--- config.mk ---
export PLATFORM = sky130hd
export DESIGN_NAME = decoder_seq
export DESIGN_NICKNAME = d
export VERILOG_FILES = /design/src/rtl/decoder_seq.sv
export SDC_FILE = /design/constraint.sdc
export NUM_CORES = 1
export LEC_CHECK = 0
export CAP_MARGIN = 20
export CORE_MARGIN = 2
export CORE_UTILIZATION = 49
export CTS_CLUSTER_SIZE = 28
export DETAILED_ROUTE_END_ITERATION = 7
export PLACE_DENSITY_LB_ADDON = 0.08
export SLEW_MARGIN = 25
export SYNTH_ARGS = -nofsm -noshare
export SYNTH_HDL_FRONTEND = slang
export SYNTH_SLANG_ARGS = --single-unit
export TNS_END_PERCENT = 1
--- constraint.sdc ---
create_clock -name clk -period 2 [get_ports clk]
set_input_delay 0.2 -clock clk [delete_from_list [all_inputs] [get_ports clk]]
set_output_delay 0.2 -clock clk [all_outputs]
set_load 0.05 [all_outputs]
--- src/rtl/decoder_seq.sv ---
// decoder_seq: registered IN_W-to-2**IN_W decoder with onehot, accumulate,
// sweep and clear operations behind valid/ready handshakes.
// Optional accumulator register: define DECODER_SEQ_ACCUM_EN.
module decoder_seq #(
  parameter int IN_W = 4
) (
  input  logic                 clk,
  input  logic                 rst,
  input  logic [IN_W-1:0]      in,
  input  logic [1:0]           mode,
  input  logic                 in_valid,
  output logic                 in_ready,
  output logic [2**IN_W-1:0]   out,
  output logic                 out_valid,
  input  logic                 out_ready,
  output logic                 busy
);

  localparam int OUT_W = 2**IN_W;

  localparam logic [1:0] M_ONEHOT = 2'b00;
  localparam logic [1:0] M_ACCUM  = 2'b01;
  localparam logic [1:0] M_SWEEP  = 2'b10;
  localparam logic [1:0] M_CLEAR  = 2'b11;

  localparam logic [IN_W-1:0] LAST_IDX = '1;
  localparam logic [OUT_W-1:0] ONE =
    {{(OUT_W-1){1'b0}}, 1'b1};

  typedef enum logic {
    S_IDLE,
    S_SWEEP
  } state_t;

  state_t           r_state;
  state_t           w_state_nxt;
  logic [OUT_W-1:0] r_out;
  logic [OUT_W-1:0] w_out_nxt;
  logic             r_ov;
  logic             w_ov_nxt;
  logic [IN_W-1:0]  r_idx;
  logic [IN_W-1:0]  w_idx_nxt;
`ifdef DECODER_SEQ_ACCUM_EN
  logic [OUT_W-1:0] r_acc;
  logic [OUT_W-1:0] w_acc_nxt;
`endif

  logic             w_take;
  logic             w_accept;
  logic [OUT_W-1:0] w_dec_in;
  logic [OUT_W-1:0] w_dec_idx;

  assign w_take    = r_ov & out_ready;
  assign in_ready  = (r_state == S_IDLE) &
                     (~r_ov | out_ready);
  assign w_accept  = in_valid & in_ready;
  assign w_dec_in  = ONE << in;
  assign w_dec_idx = ONE << r_idx;

  assign out       = r_out;
  assign out_valid = r_ov;
  assign busy      = (r_state == S_SWEEP);

  // State register; reset aborts any sweep in progress.
  always_ff @(posedge clk) begin
    if (rst) begin
      r_state <= S_IDLE;
    end else begin
      r_state <= w_state_nxt;
    end
  end

  // Output beat, sweep index and accumulator registers.
  always_ff @(posedge clk) begin
    if (rst) begin
      r_out <= '0;
      r_ov  <= 1'b0;
      r_idx <= '0;
`ifdef DECODER_SEQ_ACCUM_EN
      r_acc <= '0;
`endif
    end else begin
      r_out <= w_out_nxt;
      r_ov  <= w_ov_nxt;
      r_idx <= w_idx_nxt;
`ifdef DECODER_SEQ_ACCUM_EN
      r_acc <= w_acc_nxt;
`endif
    end
  end

  // Next state and next beat: accept in IDLE, step on each take in SWEEP.
  always_comb begin
    w_state_nxt = r_state;
    w_out_nxt   = r_out;
    w_ov_nxt    = r_ov & ~w_take;
    w_idx_nxt   = r_idx;
`ifdef DECODER_SEQ_ACCUM_EN
    w_acc_nxt   = r_acc;
`endif
    unique case (r_state)
      S_IDLE: begin
        if (w_accept) begin
          w_ov_nxt = 1'b1;
          unique case (mode)
            M_ONEHOT: begin
              w_out_nxt = w_dec_in;
            end
            M_ACCUM: begin
`ifdef DECODER_SEQ_ACCUM_EN
              w_acc_nxt = r_acc | w_dec_in;
              w_out_nxt = r_acc | w_dec_in;
`else
              w_out_nxt = w_dec_in;
`endif
            end
            M_SWEEP: begin
              w_out_nxt = w_dec_in;
              if (in != LAST_IDX) begin
                w_idx_nxt   = in + 1'b1;
                w_state_nxt = S_SWEEP;
              end
            end
            M_CLEAR: begin
              w_out_nxt = '0;
`ifdef DECODER_SEQ_ACCUM_EN
              w_acc_nxt = '0;
`endif
            end
            default: begin
              w_out_nxt = r_out;
            end
          endcase
        end
      end
      S_SWEEP: begin
        if (w_take) begin
          w_out_nxt = w_dec_idx;
          w_ov_nxt  = 1'b1;
          w_idx_nxt = r_idx + 1'b1;
          if (r_idx == LAST_IDX) begin
            w_idx_nxt   = r_idx;
            w_state_nxt = S_IDLE;
          end
        end
      end
      default: begin
        w_state_nxt = S_IDLE;
      end
    endcase
  end

endmodule

**Word-level counts from Yosys, hierarchy flattened**

Index checks and enable logic that the tools add are counted.
W data, S select, Z words.

- Word-level logic and storage cells: 49
- Flip-flop bits (word level): 22
- Input bits: 10

- Reductions and logical operators: 4
- Eq/ne operators: 10
- Shift operators: 2
- Bitwise logic cells: 8
- Multiplexer cells: 19
- Add/sub/neg operators: 2

Operator list:

| operator | count |
|---|---|
| $pmux W16 S2 | 2 |
| $mux W16 | 2 |
| $shl A1 B4 Y16 const A | 2 |
| $mux W4 | 5 |
| $add A4 B1 Y4 const B | 2 |
| $pmux W4 S2 | 1 |
| $mux W1 | 7 |
| $ne A2 B1 Y1 const B | 3 |
| $reduce_and A5 Y1 | 1 |
| $and A1 B1 Y1 | 4 |
| $eq A2 B2 Y1 const B | 2 |
| $eq A4 B4 Y1 const B | 1 |
| $ne A2 B2 Y1 const B | 2 |
| $ne A4 B4 Y1 const B | 1 |
| $pmux W1 S2 | 2 |
| $not A1 Y1 | 3 |
| $reduce_or A3 Y1 | 1 |
| $eq A2 B1 Y1 const B | 1 |
| $logic_not A2 Y1 | 1 |
| $reduce_and A2 Y1 | 1 |
| $or A1 B1 Y1 | 1 |

**Depth between registers and ports, before layout**

Gate-level depths: netlist of run 1.

- Depth after elaboration: 6
- Mapped depth: 7

**Least setup slack after synthesis of run 1**

No wires, ideal clock.

- Path type: register to register
- Start point: reg r_state, in the netlist busy
- End point: reg r_idx[2]
- Data required time: 1867 ps
- Setup slack: -6 ps
- Data arrival time: 1873 ps
- Clock period less this slack: 2006 ps
- Cell stages (with the launch flop): 8
- Library setup time: 133 ps
- Cells stage by stage: dfxtp_1 > buf_4 > buf_6 > mux2_2 > ha_1 > nor3b_1 > mux2i_1 > a31oi_1

- Longest elaborated chain between the ends: 5

Ends and longest elaborated chain:

| item | RTL line | RTL |
|---|---|---|
| start: declaration | 35 | `state_t r_state;` |
| start signal: assignment | 69 | `r_state <= w_state_nxt;` |
| $not A1 Y1 | n/a |  |
| $and A1 B1 Y1 | 54 | `assign in_ready = (r_state == S_IDLE) &` |
| $and A1 B1 Y1 | 56 | `assign w_accept = in_valid & in_ready;` |
| $ne A2 B2 Y1 (no source line) | n/a |  |
| $reduce_and A5 Y1 (no source line) | n/a |  |
| end signal: assignment | 85 | `r_idx <= w_idx_nxt;` |
| end: declaration | 41 | `logic [IN_W-1:0] r_idx;` |

Parallel ways exist; a longest one is shown, timed or not.
A chain may end at the register's enable or synchronous reset.

**Final worst setup path of run 1**

- Start point: reg r_ov, in the netlist out_valid
- End point: out out_valid

RTL lines:

| item | RTL line | RTL |
|---|---|---|
| start: declaration | 39 | `logic r_ov;` |
| start signal: assignment | 84 | `r_ov <= w_ov_nxt;` |
| end: declaration | 14 | `output logic out_valid,` |

No word-level cell between the ends.

==> summary.txt, run 1 <==
Run status
  – Status: complete, no violations

Setup path
  – Worst reg2reg startpoint: busy
  – Crit Reg-Reg Endpoint: r_idx[2]
  – R2R Setup Slk: 0.31 ns
  – Top delay family on crit path: buffers and inverters
  – CP max-delay cell: clkdlybuf4s50_1
  – Startpoint Class: flip-flop
  – Worst Path Buf+Inv: 1
  – Critical Path Max Stage Delay: 0.82 ns
  – Critical path cell sequence: clkdlybuf4s50_1
  – Worst-path fanout max: 4
  – Crit Path Category: flip-flop to primary output
  – CP arrival: 1.52 ns
  – R2R depth: 5
  – Worst path required time: 1.80 ns
  – Critical Path Sink Type: primary output

Global routing
  – First-pass GRT wire length: 4500 um
  – Total GRT Usage: 21.2%
  – Largest net degree at the start of global routing: 34
  – Overflow after GRT: 0
  – Initial antenna violation count: 0
  – Vias in the first global route: 975

Route
  – Starting DRC count in detailed routing: 28
  – Post-DR vias/cell: 6.02
  – Total Wirelength: 2880 um
  – WL per Instance: 14.6 um
  – DRC errors left: 0
  – Router iterations before antenna repair: 4
  – Post-DRT Antenna Nets: 0
  – Vias: 1191

STA
  – Setup TNS: 0 ns
  – Final setup fails: 0
  – Worst slew margin: 65.8%
  – Final Skew: 0.00230 ns
  – Fmax: 0.580 GHz
  – Final Critical Period: 1.72 ns
  – RSZ-0062 raised after global routing: false
  – Slew Viols, Final: 0
  – Final worst path period share: 86.2%
  – Worst-Margin Slew: 0.513 ns
  – Hold Fails Final Rpt: 0

Logic synthesis
  – Synth top cells by count: nor2_1, dfxtp_1, a211oi_1, a32oi_1
  – Register area share after synthesis: 35.8%
  – Cell count after synthesis: 139
  – Number of synthesized flops with an enable pin: 0
  – Post-synth top area cell: dfxtp_1
  – Top-count cell post-synth: nor2_1
  – Avg Cell Area, Syn: 8.85 um2
  – Synth Area in Simple Gates: 25.1%
  – Yosys top cell area share: 35.8%
  – Flop and latch count out of synthesis: 22
  – Synth async-reset ratio: 0%
  – YS warnings: 0
  – Mux contribution to synthesized area: 5.09%
  – Synth unique cells: 38
  – Post-synth top flop: dfxtp_1
  – Synth Area in Adders: 1.02%
  – Synth top area cells: dfxtp_1, a211oi_1, a32oi_1, nor2_1, mux2i_1
  – Mapped Nets: 150
  – Synthesized cell area: 0.00123 mm2
  – Synth Area in Compound Gates: 27.6%
  – Largest family of logic cells by synthesized area: compound AO/OA/AOI/OAI gates
  – Synth Area in XOR/XNOR: 0%

Placement
  – Placed Area: 0.00155 mm2
  – HPWL Detailed: 2140 um
  – Placed cells: 194
  – Number of port buffers: 28
  – Placer congestion estimate: 0.854

Clocking
  – Postcts setup bufs: 0
  – Clock latency on the worst-skew pair: 0.31 ns
  – Hold buffer count at CTS: 0
  – H-tree Lvls: 1
  – CTS Buf Count: 3
  – Clk pin slew, worst setup/hold paths: 0.12 ns
  – Clock buffer depth: 2
  – Resized cells post-CTS: 0
  – CTS tree: built
  – Sink Count: 22
  – CTS root buf: clkbuf_4

Power
  – VDD IR-drop max: 0.709 mV
  – Pleak: 0.569 nW
  – PD cells: 870 mW/mm2

Floorplan
  – Core Area: 0.00243 mm2
  – Starting Density: 50.6%
  – Die W: 54.1 um
  – I/O pin count: 29
  – Die Y: 54.1 um
  – Overall die area: 0.00293 mm2
  – Row Count: 18

Flow run
  – Max Cap Viol: 0

Worst hold path
  – Hold Path Class: flip-flop to flip-flop
  – Hold Crit Depth: 2
  – Hold_sp: out[11]
  – Hold Crit Endpoint: out[11]

Cells and area
  – Fin util: 66.1%
  – Diode count: 0
  – Area grow syn2layout: 30.7%
  – # nets final: 180
  – Fin area: 0.00161 mm2
  – Post-route insts no fill: 198
  – Fraction of layout cells with a size suffix above 1: 13.1%
-- per-stage QoR --
step / total power, mW / setup WS (ns) / hold slack (ns)
global placement: 1.05 / 0.177 / 0.487
detailed placement: 1.07 / 0.113 / 0.490
global route: 1.47 / 0.151 / 0.518
CTS: 1.41 / 0.0572 / 0.511
floorplan: 0.907 / 0.172 / 0.273
finish: 1.40 / 0.277 / 0.505
-- cells in the final DEF (no fill, tap or decap), types with 2 or more instances in the layout --
cell type / instances
a211oi_1: 16
a31oi_1: 2
a21oi_1: 4
buf_4: 7
mux2_2: 2
and2_1: 2
nand3_1: 2
mux2i_1: 4
dfxtp_1: 21
nor2_1: 26
nor3b_2: 2
clkbuf_4: 3
and2b_1: 2
a32oi_1: 12
clkdlybuf4s50_1: 26
nor2b_1: 3
nand3b_1: 2
a22oi_1: 5
nand2_1: 5
inv_1: 2
-- power breakdown --
group          internal (mW)  switching, mW
clock network          0.203          0.139
registers              0.490         0.0548
logic                  0.193          0.319
total                  0.886          0.513
-- per-layer routing --
| layer | global-route usage [%] | wire length [um] | share of wire [%] |
|---|---|---|---|
| met2 | 33.9 | 1410 | 49 |
| met5 | 0 | 0 | 0 |
| met3 | 3.61 | 202 | 7.0 |
| met4 | 7.92 | 17 | 0.59 |
| met1 | 28.4 | 1250 | 44 |
-- how the worst max path moves through the flow --
stage               from   endpoint  depth (start not counted)
6_report       out_valid  out_valid                          1
5_1_grt             busy     out[0]                          4
2_1_floorplan       busy   r_idx[2]                          7
4_1_cts             busy       busy                          1
3_3_place_gp     mode[0]   r_idx[2]                          6
3_5_place_dp       in[0]   r_idx[2]                          6
-- cell families (layout without fill, tap and decap cells) --
family,count (synthesis),after routing
simple gates,54,54
flops,22,22
mux,6,6
fa+ha+maj,1,1
compound gates,44,44
buf+inv,12,41
-- flip-flops by register name (all words and copies together) (netlist names) --
| name | count |
|---|---|
| out | 16 |
| r_idx | 4 |
| busy | 1 |
| out_valid | 1 |
-- area by class of cell --
cell class                 count  area [um2]
clock buffer                   3        22.5
clock inverter                 1        30.0
fill                         200         825
inverter                       2        7.51
multi-input combinational    105         723
sequential                    22         442
tap                           30        37.5
timing repair buffer          35         345
Note: power is estimated with default switching activity, not from simulation.
==> run 2: changes to the inputs <==
--- a/config.mk
+++ b/config.mk
@@ -7,7 +7,7 @@
 export LEC_CHECK = 0
 export CAP_MARGIN = 20
 export CORE_MARGIN = 2
-export CORE_UTILIZATION = 49
+export CORE_UTILIZATION = 44
 export CTS_CLUSTER_SIZE = 28
 export DETAILED_ROUTE_END_ITERATION = 7
 export PLACE_DENSITY_LB_ADDON = 0.08
==> constraint.sdc (replaced) <==
create_clock -name clk -period 1.46 [get_ports clk]
set_input_delay 0.146 -clock clk [delete_from_list [all_inputs] [get_ports clk]]
set_output_delay 0.146 -clock clk [all_outputs]
set_load 0.05 [all_outputs]
==> run 2 against run 1 <==
Against the previous run:
- design area is 12% higher
- critical path type is now flip-flop to flip-flop
- wire length is 13% higher
- largest cell class unchanged
- combinational power grew 67%
- critical endpoint is now r_idx[2]
- critical path depth is 5 higher
- die area rose by 11%
==> summary.txt, run 2 (same netlist as run 1, synthesis figures left out) <==
Floorplan
  – Core Area: 0.00271 mm2 (+11%)
  – Row Count: 19 (+1)
  – Starting Density: 45.4% (-5.2 points)
  – I/O pin count: 29 (unchanged)
  – Overall die area: 0.00323 mm2 (+11%)
  – Die W: 56.9 um (+5.1%)
  – Die Y: 56.9 um (+5.1%)

Placement
  – HPWL Detailed: 2380 um (+11%)
  – Placer congestion estimate: 0.928 (+8.6%)
  – Number of port buffers: 28 (unchanged)
  – Dpl ws: -0.318 ns (-0.431 ns)

Setup path
  – CP max-delay cell: dfxtp_2
  – Worst path required time: 1.67 ns (-0.13 ns)
  – Critical Path Max Stage Delay: 0.34 ns (-0.48 ns)
  – Worst-path fanout max: 6 (+2)
  – Critical path cell sequence: buf_4 -> mux2_4 -> ha_4 -> nor3b_1 -> mux2i_1 -> a31oi_1
  – Startpoint Class: flip-flop
  – Worst Path Buf+Inv: 1 (unchanged)
  – CP arrival: 1.63 ns (+0.11 ns)
  – Top delay family on crit path: multiplexers
  – Critical Path Sink Type: flip-flop
  – Crit Path Category: flip-flop to flip-flop

Cells and area
  – Commonest non-fill, non-tap cell in the layout: buf_4
  – Area grow syn2layout: 46.3%
  – Largest register FFs: 16 (unchanged)
  – Fraction of layout cells with a size suffix above 1: 37.9% (+25 points)
  – Diode count: 0 (unchanged)
  – Most frequent cells in the layout: buf_4, nor2_1, dfxtp_1
  – # nets final: 202 (+12%)

Run status
  – Status: complete, no violations

STA
  – Worst slew margin: 79.6% (+14 points)
  – Final WS setup: 0.0465 ns (-0.231 ns)
  – Final setup fails: 0 (unchanged)
  – Slew Viols, Final: 0 (unchanged)
  – Worst-Margin Slew: 0.304 ns (-0.209 ns)
  – Fmax: 0.707 GHz
  – Final worst path period share: 96.8%
  – Final Critical Period: 1.41 ns
  – Hold Fails Final Rpt: 0 (unchanged)
  – Final Skew: 0.00262 ns (+0.000321 ns)
  – Setup TNS: 0 ns (unchanged)
  – RSZ-0062 raised after global routing: true

Global routing
  – Vias in the first global route: 1204 (+23%)
  – Largest net degree at the start of global routing: 28 (-18%)
  – Initial antenna violation count: 0 (unchanged)
  – Overflow after GRT: 0 (unchanged)
  – First-pass GRT wire length: 5380 um (+20%)
  – Total GRT Usage: 20.9% (-0.30 points)

Route
  – Starting DRC count in detailed routing: 68 (+140%)
  – Post-DR vias/cell: 5.89 (-2.1%)
  – DRC errors left: 0 (unchanged)
  – Total Wirelength: 3250 um (+13%)
  – Vias: 1301 (+9.2%)
  – Router iterations before antenna repair: 5 (+1)
  – WL per Instance: 14.7 um (+0.97%)
  – Post-DRT Antenna Nets: 0 (unchanged)

Worst hold path
  – Hold Path Class: input port to flip-flop

Clocking
  – Clk pin slew, worst setup/hold paths: 0.13 ns (about the same)
  – Clock latency on the worst-skew pair: 0.31 ns (about the same)
  – Clock buffer depth: 2 (unchanged)
  – CTS Buf Count: 3 (unchanged)
  – CTS tree: built
  – Sink Count: 22 (unchanged)
  – H-tree Lvls: 1 (unchanged)
  – Hold buffer count at CTS: 0 (unchanged)
  – CTS root buf: clkbuf_4

Power
  – Pleak: 0.719 nW (+26%)
  – PD cells: 1110 mW/mm2 (+27%)
  – VDD IR-drop max: 0.808 mV (+14%)

Flow run
  – Max Cap Viol: 0 (unchanged)
[run 2: changes by cell type in the layout (fill, tap and decap cells not counted), moves of 2 or more]
cell and delta:
a211oi_1 -3, buf_12 +2, mux2_4 +2, dfxtp_1 -3, a211oi_2 +3, dfxtp_2 +2
clkdlybuf4s50_1 -17, buf_4 +37, mux2_2 -2
[run 2: per-layer routing]
metal	global-route usage [%]	vias up	wire length, um
met1	27.6	611	1500
met2	33.4	53	1510
li1	-	626	-
met3	3.23	11	182
met5	0	-	0
met4	9.30	0	61
[run 2: worst reg2reg max path: stages (launching register included)]
cell and delay, ns:
dfxtp_2 0.34, buf_4 0.15, mux2_4 0.29, ha_4 0.17, nor3b_1 0.14, mux2i_1 0.14, a31oi_1 0.09
[run 2: timing repair]
action	4_1_cts	5_1_grt
resized for setup	3	7
buffers inserted	2	1
cloned	0	0
pin swaps	1	0
setup endpoints to repair	3	1
[run 2: area by class of cell]
| class | instances | area, um2 |
|---|---|---|
| clock buffer | 4 | 47.5 |
| tap | 31 | 38.8 |
| fill | 232 | 911 |
| multi-input combinational | 105 | 772 |
| timing repair buffer | 57 | 485 |
| inverter | 2 | 7.51 |
| sequential | 22 | 448 |
[run 2: path summary, 6_finish.rpt]
| check | to | startpoint | slack (ns) | depth (start not counted) |
|---|---|---|---|---|
| worst max-delay path | r_idx[2] | r_idx[0] | 0.05 | 6 |
| worst min-delay path | out[1] | rst | 0.44 | 2 |
| worst max register to register | r_idx[2] | r_idx[0] | 0.05 | 6 |
| worst min register to register | out[2] | out[2] | 0.51 | 2 |
[run 2: stage by stage]
stage                     area [um2]  total power [mW]  util [%]  instances  hold WS [ns]
after floorplan                 1250              1.26         -        139         0.219
after global placement          1700              1.53      62.6        214         0.490
after detailed placement        1700              1.55      62.6        214         0.496
after CTS                       1770              1.98      65.2        220         0.437
after global routing            1800              2.09      66.4        221         0.443
final                           1800              1.99      66.4        221         0.440
[run 2: power breakdown]
part	internal [mW]	total, mW	leakage [nW]	switching, mW
Combinational	0.354	0.853	0.510	0.499
Sequential	0.674	0.730	0.183	0.0561
Clock	0.209	0.408	0.0261	0.199
